==> config.mk <==
export PLATFORM = sky130hd
export DESIGN_NAME = mux_sel_ctrl
export DESIGN_NICKNAME = d
export VERILOG_FILES = /design/src/rtl/mux_sel_ctrl_pkg.sv /design/src/rtl/mux_sel_ctrl.sv
export SDC_FILE = /design/constraint.sdc
export NUM_CORES = 1
export LEC_CHECK = 0
export CORE_AREA = 5 5 48 50
export DETAILED_ROUTE_END_ITERATION = 7
export DIE_AREA = 0 0 53 55
export PLACE_DENSITY = 0.61
export SLEW_MARGIN = 20
export SYNTH_ARGS = -nofsm -noshare
export SYNTH_HDL_FRONTEND = slang
export SYNTH_SLANG_ARGS = --single-unit
==> constraint.sdc <==
create_clock -name i_clk -period 3.95 [get_ports i_clk]
set_input_delay 0.79 -clock i_clk [delete_from_list [all_inputs] [get_ports i_clk]]
set_output_delay 0.79 -clock i_clk [all_outputs]
set_load 0.02 [all_outputs]
==> src/rtl/mux_sel_ctrl_pkg.sv <==
// Shared types for the 2:1 mux select controller: FSM states, owner encoding
// and the hold-counter width helper.
package mux_sel_pkg;

  typedef enum logic [1:0] {
    IDLE  = 2'd0,
    OWN_A = 2'd1,
    OWN_B = 2'd2,
    GAP   = 2'd3
  } sel_state_e;

  // Encoding matches o_sel polarity: 1 routes A, 0 routes B.
  typedef enum logic {
    OWN_SRC_B = 1'b0,
    OWN_SRC_A = 1'b1
  } owner_e;

  function automatic int cnt_width(input int min_hold, input int max_hold);
    int m;
    m = (max_hold > min_hold) ? max_hold : min_hold;
    return (m < 1) ? 1 : $clog2(m + 1);
  endfunction

endpackage

==> src/rtl/mux_sel_ctrl.sv <==
// Round-robin select controller for a downstream 2:1 mux with min/max hold
// time and a one-cycle dead gap on every ownership change.
module mux_sel_ctrl
  import mux_sel_pkg::*;
#(
  parameter int MIN_HOLD = 4,
  parameter int MAX_HOLD = 64
) (
  input  logic i_clk,
  input  logic i_rst_n,
  input  logic i_req_a,
  input  logic i_req_b,
  output logic o_sel,
  output logic o_gnt_a,
  output logic o_gnt_b,
  output logic o_gap
);

  localparam int                CNT_W   = cnt_width(MIN_HOLD, MAX_HOLD);
  localparam logic [CNT_W-1:0]  MIN_LIM = CNT_W'(MIN_HOLD - 1);
  localparam logic [CNT_W-1:0]  MAX_LIM = (MAX_HOLD == 0) ? '0 : CNT_W'(MAX_HOLD - 1);
  localparam logic [CNT_W-1:0]  CNT_SAT = '1;
  localparam bit                PREEMPT = (MAX_HOLD != 0);

  if (MIN_HOLD < 1) begin : g_bad_min_hold
    $error("mux_sel_ctrl: MIN_HOLD must be >= 1");
  end
  if (MAX_HOLD < 0 || (MAX_HOLD != 0 && MAX_HOLD < MIN_HOLD)) begin : g_bad_max_hold
    $error("mux_sel_ctrl: MAX_HOLD must be 0 or >= MIN_HOLD");
  end

  sel_state_e       state;
  sel_state_e       state_nxt;
  owner_e           last;
  logic [CNT_W-1:0] cnt;
  logic             hold_done;
  logic             preempt_due;

  // Ties go to whichever source did not own the mux most recently.
  function automatic sel_state_e arbitrate(input logic a, input logic b, input owner_e lst);
    if (a && b)  return (lst == OWN_SRC_B) ? OWN_A : OWN_B;
    else if (a)  return OWN_A;
    else if (b)  return OWN_B;
    else         return IDLE;
  endfunction

  always_comb begin
    state_nxt   = state;
    hold_done   = (cnt >= MIN_LIM);
    preempt_due = PREEMPT && (cnt >= MAX_LIM);
    case (state)
      IDLE, GAP: state_nxt = arbitrate(i_req_a, i_req_b, last);
      OWN_A: begin
        if ((!i_req_a && hold_done) || (preempt_due && i_req_b)) state_nxt = GAP;
      end
      OWN_B: begin
        if ((!i_req_b && hold_done) || (preempt_due && i_req_a)) state_nxt = GAP;
      end
      default: state_nxt = IDLE;
    endcase
  end

  // Outputs are registered decodes of the next state, so they always equal
  // a decode of the registered state and never see a combinational input path.
  always_ff @(posedge i_clk or negedge i_rst_n) begin
    if (!i_rst_n) begin
      state   <= IDLE;
      last    <= OWN_SRC_B;
      cnt     <= '0;
      o_sel   <= 1'b0;
      o_gnt_a <= 1'b0;
      o_gnt_b <= 1'b0;
      o_gap   <= 1'b0;
    end else begin
      state   <= state_nxt;
      o_gnt_a <= (state_nxt == OWN_A);
      o_gnt_b <= (state_nxt == OWN_B);
      o_gap   <= (state_nxt == GAP);

      if (state_nxt == OWN_A && state != OWN_A) begin
        o_sel <= OWN_SRC_A;
        cnt   <= '0;
      end else if (state_nxt == OWN_B && state != OWN_B) begin
        o_sel <= OWN_SRC_B;
        cnt   <= '0;
      end else if ((state == OWN_A || state == OWN_B) && cnt != CNT_SAT) begin
        cnt <= cnt + 1'b1;
      end

      if (state_nxt == GAP && state != GAP)
        last <= (state == OWN_A) ? OWN_SRC_A : OWN_SRC_B;
    end
  end

endmodule

### After elaboration in Yosys (flattened, before gate mapping)

Cells that the tools add are included.

| storage, ports and cells | value |
|---|---|
| register bits after elaboration | 14 |
| logic and storage cells | 51 |

| cells by class | value |
|---|---|
| $add $sub $neg | 1 |
| $lt $le $gt $ge | 2 |
| eq/ne operators | 10 |
| muxes and demuxes | 13 |
| reductions and logical operators | 18 |

Operator list:

| operator | count |
|---|---|
| $mux W7 | 3 |
| $mux W2 | 6 |
| $logic_and A1 B1 Y1 | 9 |
| $eq A2 B2 Y1 const B | 4 |
| $add A7 B1 Y7 const B | 1 |
| $ge A7 B2 Y1 const B | 1 |
| $ge A7 B6 Y1 const B | 1 |
| $ne A7 B7 Y1 const B | 1 |
| $pmux W2 S3 | 1 |
| $eq A2 B1 Y1 const B | 2 |
| $ne A2 B2 Y1 const B | 2 |
| $logic_or A1 B1 Y1 | 3 |
| $mux W1 | 3 |
| $reduce_bool A3 Y1 | 1 |
| $logic_not A1 Y1 | 2 |
| $logic_not A2 Y1 | 1 |
| $ne A2 B1 Y1 const B | 1 |
| $reduce_bool A2 Y1 | 1 |
| $reduce_or A2 Y1 | 1 |

### Longest topological paths before layout

| logic depth | value |
|---|---|
| word-level depth | 9 |
| mapped depth | 9 |

### Worst setup path before layout

No wires, ideal clock.

| timing | value |
|---|---|
| kind | flip-flop to flip-flop |
| start | register cnt[0] |
| end | register cnt[0] |
| arrival time | 1.816 ns |
| slack | 2.008 ns |
| cell stages (with the launch flop) | 9 |
| buffers on the path | 0 |
| path through | dfrtp_1 > ha_1 > a21o_1 > a21oi_2 > o21ai_2 > a221oi_4 > inv_2 > mux2i_4 > nor2_1 |

| between the ends | value |
|---|---|
| longest elaborated chain between the ends | 9 |
| elaborated cells on any way between the ends | 22 |
| those cells by class | add/sub: 1; order compare: 2; eq/ne: 3; mux: 6; reduce/logical: 10 |

Ends and longest elaborated chain:

| what | RTL line | source |
|---|---|---|
| start, declared | mux_sel_ctrl.sv:35 | `logic [CNT_W-1:0] cnt;` |
| start signal, assigned | mux_sel_ctrl.sv:87 | `cnt <= cnt + 1'b1;` |
| $ge A7 B2 Y1 or $ge A7 B6 Y1 (tied branches) | mux_sel_ctrl.sv:49, mux_sel_ctrl.sv:50 |  |
| $logic_and A1 B1 Y1, on equally long branches | mux_sel_ctrl.sv:57, mux_sel_ctrl.sv:54 |  |
| $logic_or A1 B1 Y1, on equally long branches | mux_sel_ctrl.sv:57, mux_sel_ctrl.sv:54 |  |
| $mux W2, on equally long branches | mux_sel_ctrl.sv:57, mux_sel_ctrl.sv:54 |  |
| $pmux W2 S3 * | mux_sel_ctrl.sv:51 | `case (state)` |
| via state_nxt[0] | mux_sel_ctrl.sv:33 | `sel_state_e state_nxt;` |
| $eq A2 B2 Y1 | mux_sel_ctrl.sv:83 | `end else if (state_nxt == OWN_B && state != OWN_B) begin` |
| $logic_and A1 B1 Y1 | mux_sel_ctrl.sv:83 |  |
| $mux W7 | mux_sel_ctrl.sv:83 |  |
| $mux W7 | mux_sel_ctrl.sv:80 | `if (state_nxt == OWN_A && state != OWN_A) begin` |

The timed path passes the listed nets; every way through them passes the cells marked *. The select of a mux whose other input is x is not followed.
A chain may end at the register's enable or synchronous reset.

### Worst setup path in the final report

| timing | value |
|---|---|
| start | input port i_req_a |
| end | register last |

| between the ends | value |
|---|---|
| longest elaborated chain between the ends | 7 |
| elaborated cells on any way between the ends | 13 |
| those cells by class | eq/ne: 1; mux: 5; reduce/logical: 7 |

Ends and longest elaborated chain:

| what | RTL line | source |
|---|---|---|
| start, declared | mux_sel_ctrl.sv:11 | `input logic i_req_a,` |
| $logic_not A1 Y1 | mux_sel_ctrl.sv:54 | `if ((!i_req_a && hold_done) \|\| (preempt_due && i_req_b)) state_nxt = GAP;` |
| $logic_and A1 B1 Y1 | mux_sel_ctrl.sv:54 |  |
| $logic_or A1 B1 Y1 | mux_sel_ctrl.sv:54 |  |
| $mux W2 | mux_sel_ctrl.sv:54 |  |
| $pmux W2 S3 * | mux_sel_ctrl.sv:51 |  |
| $eq A2 B2 Y1 * | mux_sel_ctrl.sv:90 | `if (state_nxt == GAP && state != GAP)` |
| $logic_and A1 B1 Y1 * | mux_sel_ctrl.sv:90 |  |
| end signal, assigned | mux_sel_ctrl.sv:91 | `last <= (state == OWN_A) ? OWN_SRC_A : OWN_SRC_B;` |
| end, declared | mux_sel_ctrl.sv:34 | `owner_e last;` |

Every way passes the cells marked *; elsewhere a longest branch is shown, timed or not.

==> out/metrics.json <==
{
  "status": "completed",
  "chip_width_um": 53,
  "power_frac_clock": 0.093,
  "power_leakage_uw": 0.0004391,
  "global_route_usage_over_all_layers": 0.1144,
  "critical_path.max_fanout": 4,
  "overall_die_area_um2": 2915,
  "timing.clock.skew_ps": 1.497,
  "worst_ir_drop_vdd_mv": 0.5354,
  "synth_flop_cell": "dfrtp_1",
  "fin_crit_sh": 0.5563,
  "area_delta_synth_final_pct": 15.98,
  "syn-num-nets": 88,
  "antenna_found_initial": 0,
  "period_needed_ps": 2197,
  "maxCapViolations": 0,
  "synth_area_um2": 790.8,
  "routed-via-count": 579,
  "worstSetupEndpointType": "flop",
  "layout_commonest_cell": "dfrtp_1",
  "placement.io_buffers": 7,
  "grt_pass1_vias": 578,
  "slew_headroom": 0.5956,
  "postCtsSetupBuffers": 0,
  "fmaxAchievable_ghz": 0.4551,
  "ffs_latches_synth": 14,
  "worst_ep_arrival_time_ps": 2360,
  "die_height_um": 55,
  "finish.utilization": 0.4926,
  "timing.final.setup_violations": 0,
  "clock_tree_from_tritoncts": "built",
  "post-dp-hpwl_um": 1058,
  "synth.avg_cell_area_um2": 10.01,
  "synthCells": 79,
  "ant_nets": 0,
  "synth.lib_cells_used.distinct": 30,
  "grt_pass1_wl_um": 2387,
  "share_seq_of_total_power": 0.286,
  "hold_class": "reg -> reg",
  "setup_tns_ps": 0,
  "cts_hold_buffers": 0,
  "cell_internal_pwr_uw": 440.9,
  "number_of_synthesized_flops_with_an_enable_pin": 0,
  "drt-pass1-iter-count": 4,
  "tightest_slew_ps": 603.9,
  "timing.setup.critical_path_class": "in -> reg",
  "cts_htree_levels": 1,
  "clkTransAtPathRegs_ps": 70,
  "drt-vias-per-instance": 4.991,
  "drive_above_1_share": 0.1236,
  "initial_standard_cell_utilization_of_the_core": 0.4247,
  "root_buffer": "clkbuf_4",
  "final-hold-violation-count": 0,
  "layout.nets": 100,
  "routabilityCongestion": 0.7307,
  "pin_count_of_the_biggest_net_entering_global_routing": 15,
  "detailed_route_iter0_violations": 16,
  "ys_async_sr_fraction": 1.000,
  "i_o_pins": 8,
  "switching_power_as_a_share_of_total_power": 0.4593,
  "fp.coreArea_um2": 1862,
  "switching_power_uw": 374.5,
  "wl_per_cell_um": 11.79,
  "placementRows": 16,
  "power.combinational.fraction": 0.621,
  "globalRoute.totalOverflow": 0,
  "pwr_density_cell_nw_per_um2": 889.0,
  "clock_insertion_delay_worst_skew_ps": 270,
  "required_ps": 4110,
  "synth_seq_area_share": 0.4430,
  "final_cell_mix": "dfrtp_1, nor2_1, clkdlybuf4s50_1",
  "postCtsResizedCells": 0,
  "drc": 0,
  "antenna-diode-count": 0,
  "rsz_0062_raised_after_global_routing": "false",
  "clockBufferDepth": 2,
  "slew_violations": 0,
  "numCtsBuffers": 3,
  "worst_setup_path_start_kind": "input port",
  "cts_sinks": 14,
  "synth-warning-count": 0,
  "wl_um": 1368
}
-- Yosys cell counts (all sizes together), types with 2 or more instances --
cell type  instances  area (µm²)
inv                7       26.27
a21oi              3       18.77
a31oi              2       12.51
o21ai              2       13.76
nor3               3       15.01
nand2              6       22.52
dfrtp             14       350.3
mux2i              2       32.53
a21o               2       15.01
and3               3       20.02
nor2              12       45.04
nand3              3       15.01
ha                 5       62.56
xor2               4       35.03
-- metrics by stage --
stage	power (µW)	hold WS, ps	std cells	instance area, µm²	worst slack, ps
5_1_grt	883.3	564.0	116	917.1	1603
3_5_place_dp	742.7	512.6	113	894.6	1465
6_report	815.4	530.0	116	917.1	1753
2_1_floorplan	628.7	494.4	79	790.8	2008
3_3_place_gp	740.4	514.1	113	894.6	1468
4_1_cts	820.2	533.6	116	917.1	1747
-- cell families (layout without fill, tap and decap cells) --
family / Yosys count / after routing / synth area share
compound gates: 12 / 12 / 0.1313
fa+ha+maj: 5 / 5 / 0.07911
flops: 14 / 14 / 0.4430
buf+inv: 7 / 17 / 0.03322
xor+xnor: 5 / 5 / 0.05538
simple gates: 33 / 33 / 0.2025
mux: 3 / 3 / 0.05538
-- flip-flops by register name, summed over array words and instances (netlist names) --
name	flops
last	1
o_gap	1
state	2
cnt	7
o_gnt_a	1
o_sel	1
o_gnt_b	1
-- worst max-delay path: stages --
cell and delay, ps:
clkdlybuf4s50_1 480, inv_1 80, o21ai_0 80, a21oi_1 240
nand2_1 150, nor3_1 180, mux2_2 350
-- cell type report --
cell class / count / area [µm²]
Fill cell: 188 / 944.7
Clock buffer: 3 / 22.52
Tap cell: 27 / 33.78
Inverter: 7 / 26.28
Multi-Input combinational cell: 58 / 414.1
Timing Repair Buffer: 7 / 70.07
Sequential cell: 14 / 350.3
-- layer usage --
layer | track usage | wire length [µm]
met1 | 0.1452 | 709
met5 | 0 | 0
met4 | 0.08936 | 37
met2 | 0.1756 | 604
met3 | 0.01609 | 17
-- power groups by stage --
stage               logic, µW  registers, µW  clock network [µW]
finish                    506            234                75.7
floorplan                 383            246                   0
CTS                       509            233                78.3
detailed placement        507            236                   0
global route              558            240                85.0
global placement          505            235                   0
-- final timing paths --
check                              from      to  slack [ps]  depth (start not counted)
worst max-delay path            i_req_a    last        1750                          7
worst min-delay path              o_sel   o_sel         530                          1
worst max register to register   cnt[0]  cnt[5]        1790                          7
worst min register to register    o_sel   o_sel         530                          1
max in group asynchronous       i_rst_n  cnt[3]        2680                          1
min in group asynchronous       i_rst_n    last         890                          1
Power figures use the tool's default switching activity.
